<file path="config.mk">
export PLATFORM = sky130hd
export DESIGN_NAME = dct_block_transpose
export DESIGN_NICKNAME = d
export VERILOG_FILES = /design/src/rtl/dct_pkg.sv /design/src/rtl/dct_block_transpose_bank.sv /design/src/rtl/dct_block_transpose.sv
export SDC_FILE = /design/constraint.sdc
export NUM_CORES = 2
export LEC_CHECK = 0
export CAP_MARGIN = 25
export CORE_ASPECT_RATIO = 1.1
export CORE_MARGIN = 2
export CORE_UTILIZATION = 25
export DETAILED_ROUTE_END_ITERATION = 10
export PLACE_DENSITY_LB_ADDON = 0.05
export RECOVER_POWER = 25
export SLEW_MARGIN = 20
export SYNTH_ARGS = -nofsm -noshare
export SYNTH_HDL_FRONTEND = slang
export SYNTH_SLANG_ARGS = --single-unit
</file>
<file path="constraint.sdc">
create_clock -name clk_i -period 132.9 [get_ports clk_i]
set_clock_uncertainty 0.1 [all_clocks]
set_input_delay 26.58 -clock clk_i [delete_from_list [all_inputs] [get_ports clk_i]]
set_output_delay 26.58 -clock clk_i [all_outputs]
set_load 0.005 [all_outputs]
</file>
<file path="src/rtl/dct_pkg.sv">
// dct_pkg: shared block size, counter-width helper and block tag type for the DCT transposer
package dct_pkg;
    localparam int DctN = 8;
    function automatic int cnt_w(input int n);
        return (n > 1) ? $clog2(n) : 1;
    endfunction
    typedef struct packed {
        logic sof;
        logic eol;
    } tag_t;
endpackage

</file>
<file path="src/rtl/dct_block_transpose_bank.sv">
// transpose_bank: one NxN sample store, row written per beat, column read combinationally
// Ports: clk_i/rst_i clock and async high reset (clears storage); we_i/row_i/data_i row write;
//        col_i/data_o column read, data_o[r] = mem[r][col_i]
module transpose_bank
    import dct_pkg::*;
#(
    parameter int N         = DctN,
    parameter int DataWidth = 14,
    localparam int CntW     = cnt_w(N)
) (
    input  logic                         clk_i,
    input  logic                         rst_i,
    input  logic                         we_i,
    input  logic [CntW-1:0]              row_i,
    input  logic [0:N-1][DataWidth-1:0]  data_i,
    input  logic [CntW-1:0]              col_i,
    output logic [0:N-1][DataWidth-1:0]  data_o
);
    logic [0:N-1][0:N-1][DataWidth-1:0] r_mem;
    always_ff @(posedge clk_i or posedge rst_i)
        if (rst_i) r_mem <= '0;
        else if (we_i) r_mem[row_i] <= data_i;
    for (genvar r = 0; r < N; r++) begin : g_col
        assign data_o[r] = r_mem[r][col_i];
    end
endmodule

</file>
<file path="src/rtl/dct_block_transpose.sv">
// dct_block_transpose: NxN block transposer with ping-pong banks (rows in, columns out)
// Ports: clk_i/rst_i clock and async high reset; s_* row-vector input stream with sof/eol tags;
//        m_* column-vector output stream with sof on column 0 and eol on column N-1;
//        err_o sticky flag for sof seen on a row other than 0
module dct_block_transpose
    import dct_pkg::*;
#(
    parameter int N         = DctN,
    parameter int DataWidth = 14,
    parameter int Banks     = 2
) (
    input  logic                         clk_i,
    input  logic                         rst_i,
    input  logic                         s_valid_i,
    output logic                         s_ready_o,
    input  logic                         s_sof_i,
    input  logic                         s_eol_i,
    input  logic [0:N-1][DataWidth-1:0]  s_data_i,
    output logic                         m_valid_o,
    input  logic                         m_ready_i,
    output logic                         m_sof_o,
    output logic                         m_eol_o,
    output logic [0:N-1][DataWidth-1:0]  m_data_o,
    output logic                         err_o
);
    localparam int CntW = cnt_w(N);
    localparam logic [CntW-1:0] Last = CntW'(N - 1);

    logic [Banks-1:0]            r_full, w_full_next;
    tag_t [Banks-1:0]            r_tag;
    logic                        r_wr_bank, r_rd_bank, w_wr_bank_next, w_rd_bank_next;
    logic [CntW-1:0]             r_wr_row, r_rd_col;
    logic                        r_sof_acc, r_eol_acc, r_s_ready, r_m_valid, r_err;
    logic                        w_acc, w_rd, w_last_wr, w_last_rd;
    logic [0:N-1][DataWidth-1:0] w_col [Banks];

    assign w_acc     = s_valid_i & r_s_ready;
    assign w_rd      = r_m_valid & m_ready_i;
    assign w_last_wr = w_acc & (r_wr_row == Last);
    assign w_last_rd = w_rd & (r_rd_col == Last);

    // Write and read never complete on the same bank in one cycle, so both updates compose.
    always_comb begin
        w_full_next = r_full;
        if (w_last_wr) w_full_next[r_wr_bank] = 1'b1;
        if (w_last_rd) w_full_next[r_rd_bank] = 1'b0;
        w_wr_bank_next = w_last_wr ? ((Banks == 2) ? ~r_wr_bank : 1'b0) : r_wr_bank;
        w_rd_bank_next = w_last_rd ? ((Banks == 2) ? ~r_rd_bank : 1'b0) : r_rd_bank;
    end

    // Handshake flags are registered from next-state so s_ready_o never sees m_ready_i combinationally.
    always_ff @(posedge clk_i or posedge rst_i) begin
        if (rst_i) begin
            r_full    <= '0;
            r_tag     <= '0;
            r_wr_bank <= 1'b0;
            r_rd_bank <= 1'b0;
            r_wr_row  <= '0;
            r_rd_col  <= '0;
            r_sof_acc <= 1'b0;
            r_eol_acc <= 1'b0;
            r_s_ready <= 1'b0;
            r_m_valid <= 1'b0;
            r_err     <= 1'b0;
        end else begin
            r_full    <= w_full_next;
            r_wr_bank <= w_wr_bank_next;
            r_rd_bank <= w_rd_bank_next;
            r_s_ready <= !w_full_next[w_wr_bank_next];
            r_m_valid <= w_full_next[w_rd_bank_next];
            if (w_acc) begin
                r_wr_row  <= w_last_wr ? '0 : r_wr_row + 1'b1;
                r_sof_acc <= (r_wr_row == '0) ? s_sof_i : r_sof_acc;
                r_eol_acc <= ((r_wr_row == '0) ? 1'b0 : r_eol_acc) | s_eol_i;
                if (s_sof_i && r_wr_row != '0) r_err <= 1'b1;
            end
            if (w_last_wr) r_tag[r_wr_bank] <= {r_sof_acc, r_eol_acc | s_eol_i};
            if (w_rd) r_rd_col <= w_last_rd ? '0 : r_rd_col + 1'b1;
        end
    end

    for (genvar g = 0; g < Banks; g++) begin : g_bank
        transpose_bank #(.N(N), .DataWidth(DataWidth)) u_bank (
            .clk_i  (clk_i),
            .rst_i  (rst_i),
            .we_i   (w_acc && r_wr_bank == 1'(g)),
            .row_i  (r_wr_row),
            .data_i (s_data_i),
            .col_i  (r_rd_col),
            .data_o (w_col[g])
        );
    end

    assign s_ready_o = r_s_ready;
    assign m_valid_o = r_m_valid;
    assign m_data_o  = w_col[r_rd_bank];
    assign m_sof_o   = r_tag[r_rd_bank].sof & (r_rd_col == '0);
    assign m_eol_o   = r_tag[r_rd_bank].eol & (r_rd_col == Last);
    assign err_o     = r_err;
endmodule

</file>
---- Yosys cells after proc, flatten, opt, wreduce, memory -nomap -nowiden ----
Index checks and enable logic that the tools add are counted.
word-level totals
  logic and storage cells ................. 259
  register bits after elaboration ......... 1,811
  bits of input ports ..................... 118
  output and inout port bits .............. 117
cells by class
  magnitude comparators ................... 10
  multiplexer cells ....................... 75
  eq/ne operators ......................... 2
  bitwise gates (word level) .............. 16
  reduce and logical (&&, ||, !) cells .... 12
  $add $sub $neg .......................... 2
operators with widths
  operator                                                               number
  896-bit bitwise mux                                                    2
  14-bit binary-select mux with 3-bit select                             16
  112-bit 2-to-1 mux                                                     4
  14-bit 2-to-1 mux                                                      32
  112-bit demux with 3-bit select                                        1
  2-bit 2-to-1 mux                                                       5
  1-bit 2-to-1 mux                                                       9
  4-bit >= comparator (second input constant)                            2
  1-bit by 2-bit < comparator with 1-bit output (second input constant)  4
  3-bit NOT with 4-bit output                                            2
  3-bit by 1-bit adder with 3-bit output (second input constant)         2
  1-bit bitwise AND                                                      6
  3-bit equality test (second input constant)                            2
  1-bit logical AND                                                      6
  3-bit zero test                                                        2
  3-bit 2-to-1 mux                                                       2
  4-bit bitwise mux                                                      1
  4-bit by 1-bit < comparator with 1-bit output (second input constant)  1
  2-bit AND reduction                                                    2
  3-bit nonzero test                                                     1
  2-bit bitwise AND                                                      1
  1-bit demux with 1-bit select                                          2
  2-bit demux with 1-bit select                                          1
  1-bit >= comparator (second input constant)                            2
  other kinds (7)                                                        9

---- Longest topological paths before layout ----
  depth in word-level cells ............... 11
  depth in mapped cells ................... 7
  mapped depth without buffers ............ 6

---- Cells and area by module ----
Synthesis repeated with hierarchy kept, for this count alone.
second synthesis, totals
  cell total of the unflattened synthesis .. 4,797
  area, all modules ....................... 82,083.7 µm²
by module, submodules not included
  module               instances  cells an instance  seq. area each (µm²)  area each (µm²)
  transpose_bank       2          2,296              22,421.5              39,879.5
  dct_block_transpose  1          205                475.5                 2,324.7

---- Worst setup path after synthesis ----
Ideal clock, no wire load.
  path kind ............................... register to output
  from .................................... register r_rd_col[0]
  to ...................................... output port m_data_o[100] (netlist name)
  arrival ................................. 1.813 ns
  data required time ...................... 106.220 ns
  setup slack ............................. 104.407 ns
  stages on the path, launching flop included .. 7
  path buffers ............................ 3
  path through ............................ dfrtp_1 buf_2 clkbuf_1 buf_2 mux4_2 a22oi_1 nand2_1
RTL lines
  element                 line                       source
  start, declared         dct_block_transpose.sv:32  logic [CntW-1:0] r_wr_row, r_rd_col;
  start signal, assigned  dct_block_transpose.sv:78  if (w_rd) r_rd_col <= w_last_rd ? '0 : r_rd_col + 1'b1;
  end, declared           dct_block_transpose.sv:23  output logic [0:N-1][DataWidth-1:0] m_data_o,

==> results by group <==
STA
  • RSZ-0062 raised after global routing: false
  • Relative slew slack: -465.5%
  • Post-layout minimum cycle time: 38.71 ns
  • Hold slack: ~0.38 ns
  • Fin crit share: 29.13%
  • Max Slew Vio Count: 1007
  • F_max: 25.83 MHz
  • Setup_tns: 0 ns
  • Worst slew pin tran: 8.483 ns
  • Final setup fails: 0
  • Final hold violations: 0

Drt
  • Antenna viol nets, final: 0
  • DR vias/cell: 4.714
  • Via count: 45315
  • Routed wire length: 298900 um
  • WL/cell: 31.09 um
  • DR DRC count: 0
  • Detailed Route Iter0 Violations: 2399
  • 1st-pass router iterations: 5

Clock tree
  • Setup repair bufs after CTS: 0
  • Max Root-Sink Buffers: 4
  • Worst-Skew Late Latency: 0.87 ns
  • Root Buffer: clkbuf_16
  • Hold-fix buffers at CTS: 0
  • CTS Buf Count: 226
  • Reg clk slew, reported paths: roughly 0.060 ns
  • CTS H-tree depth: 4
  • Post-CTS Resized: 0
  • Clk sink count: roughly 1800
  • CTS tree: done

Placement
  • IO Port Bufs: 234
  • RD Place Congestion: roughly 0.7
  • Final HPWL DP: 185700 um
  • Placed inst area: 87930 um2

Critical path
  • Critical path buffer and inverter count: 8
  • Crit path max-delay cell type: clkbuf_1
  • CP Data Arrival Time: around 40 ns
  • Peak per-stage delay on the critical path: 5.90 ns
  • R2R Setup Slk: 124.49 ns
  • Max FO, Critical Path: 146
  • Most common cell on crit path: buf_4
  • Worst R2R Start: s_ready_o
  • CP top delay family: buffers and inverters
  • Crit path launch: rst_i
  • Worst R2R Path Depth: 4
  • Crit path capture type: async pin
  • R2R Path End: g_bank[0].u_bank.r_mem[554]
  • Critical-path cell list: dlygate4sd3_1, clkinvlp_2, clkbuf_1, buf_4, buf_4, buf_4, buf_4, buf_16
  • Setup CP Type: in -> async
  • Startpoint types: input pin
  • WP data required: 133.83 ns

Synthesis
  • Synthesized area: 81240 um2
  • Avg Synthesized Cell Area: 16.46 um2
  • Most frequent cells after synthesis: dfrtp_1 (1811), mux2_2 (1402), mux4_2 (448), mux2_1 (237), clkbuf_1 (228)
  • Netlist cell types: 42
  • Most common cell in the synthesized netlist: dfrtp_1
  • Number of synthesized flops with an enable pin: 0
  • Asr flop ratio synth: 100.0%
  • Part of the Yosys area used for sequential elements: 55.78%
  • Top cell type's share of synthesized area: between 50% and 60%
  • Synthesized Nets: 5061
  • Warnings, synthesis: 0
  • #FFs+latches synth: about 1800
  • Post-synth top area cell: dfrtp_1
  • Cells after synthesis: 4935
  • Synth top area cells: dfrtp_1 (56%), mux2_2 (19%), mux4_2 (12%), mux2_1 (3.3%), mux2_4 (3.0%)
  • Ys flop type: dfrtp_1

Floorplanning
  • Starting Density: 25.13%
  • Die area: 329500 um2
  • Io pins: 235
  • Rows: 219
  • Core outline area: 323300 um2
  • Die X: around 550 um
  • Chip height: 601.9 um

Global route
  • Total gr overflow: 0
  • First-pass GRT wire length: 422800 um
  • All-Layer GR Usage: 18.12%
  • Vias in the first global route: between 40000 and 50000
  • Initial antenna violation count: 91
  • Largest net degree at the start of global routing: 147

Run status
  • Status: finished with violations
  • Failing checks: capacitance limit, slew limit

Worst hold path
  • Hold_sp: g_bank[1].u_bank.r_mem[376]
  • Worst hold path depth: 1
  • Min-delay worst type: reg -> reg
  • Hold EP: g_bank[1].u_bank.r_mem[376]

Finish
  • Synthesis-to-finish area growth: 17.09%
  • Final #Nets: 5222
  • Post-route cell area: 95130 um2
  • Core Util, Final: about 29%
  • FILL cells: 32282
  • Layout cells sized above 1: between 40% and 50%

Pwr
  • Lkg Pwr: 41.21 nW
  • Worst vdd ir: about 0.013 mV
  • PwrDens: 25.31 nW/um2

Run
  • Max cap viols: 20
-- state kept, by name, indices dropped and copies added, names as in the netlist --
name,flops
r_sof_acc,1
g_bank.u_bank.r_mem,1792
r_rd_col,3
r_wr_bank,1
r_tag,4
s_ready_o,1
r_full,2
r_wr_row,3
r_rd_bank,1
r_eol_acc,1
err_o,1
m_valid_o,1
-- worst max-delay path by stage --
stage / depth (start not counted) / slack (ns) / to
after floorplan: 1 / 55.09 / err_o
after global placement: 8 / 99.93 / m_data_o[31]
after detailed placement: 8 / 99.87 / m_data_o[31]
after CTS: 8 / 98.91 / m_data_o[31]
after global routing: 8 / 91.76 / g_bank[1].u_bank.r_mem[195]
final: 8 / 94.19 / g_bank[1].u_bank.r_mem[195]
-- placed cells by master, fill, tap and decap left out, drive strengths merged, types with 19 or more instances in the layout --
cell type / netlist / routed
dfrtp: 1811 / 1811
mux2: 1799 / 1799
mux4: 448 / 448
clkbuf: 228 / 370
a22oi: 224 / 224
clkdlybuf4s50: 0 / 192
buf: 236 / 189
nand2: 117 / 117
clkinv: 0 / 38
diode: 0 / 27
nor2: 19 / 19
-- kinds of logic after synthesis --
logic type,after synthesis,synth area share (%)
mux,2250,38.13
flops,1811,55.78
buf+inv,471,2.928
compound gates,234,2.161
simple gates,160,0.8625
fa+ha+maj,8,0.1232
xor+xnor,1,0.01078
-- final cells by class --
| type | instances | area (um2) | area share, % |
|---|---|---|---|
| Tap cell | 4309 | 5391 | 5.668 |
| Inverter | 7 | 27.53 | 0.02894 |
| Clock inverter | 52 | 550.5 | 0.5787 |
| Sequential cell | 1811 | 45330 | 47.65 |
| Multi-Input combinational cell | 2653 | 33470 | 35.18 |
| Clock buffer | 357 | 6793 | 7.141 |
| Timing Repair Buffer | 397 | 3503 | 3.683 |
| Antenna cell | 27 | 67.56 | 0.07103 |
-- layer usage --
metal	vias to the layer above	GRT usage [%]	wire [um]
met5	-	0	0
met4	0	3.544	5710
met3	357	2.098	10090
met2	803	30.60	146600
met1	25319	25.01	136500
li1	18836	-	-
-- where the power goes --
part,internal (mW),switching (mW)
Combinational,0.477,0.402
Sequential,0.789,0.122
Clock,0.365,0.253
-- stage by stage --
stage	power, mW	instances	setup slack, ns
2_1_floorplan	1.482	4935	55.09
3_3_place_gp	1.823	9165	99.93
3_5_place_dp	1.834	9173	99.87
4_1_cts	2.472	9582	98.91
5_1_grt	2.555	9597	91.76
6_report	2.408	9613	94.19
(Power assumes the default switching activity.)
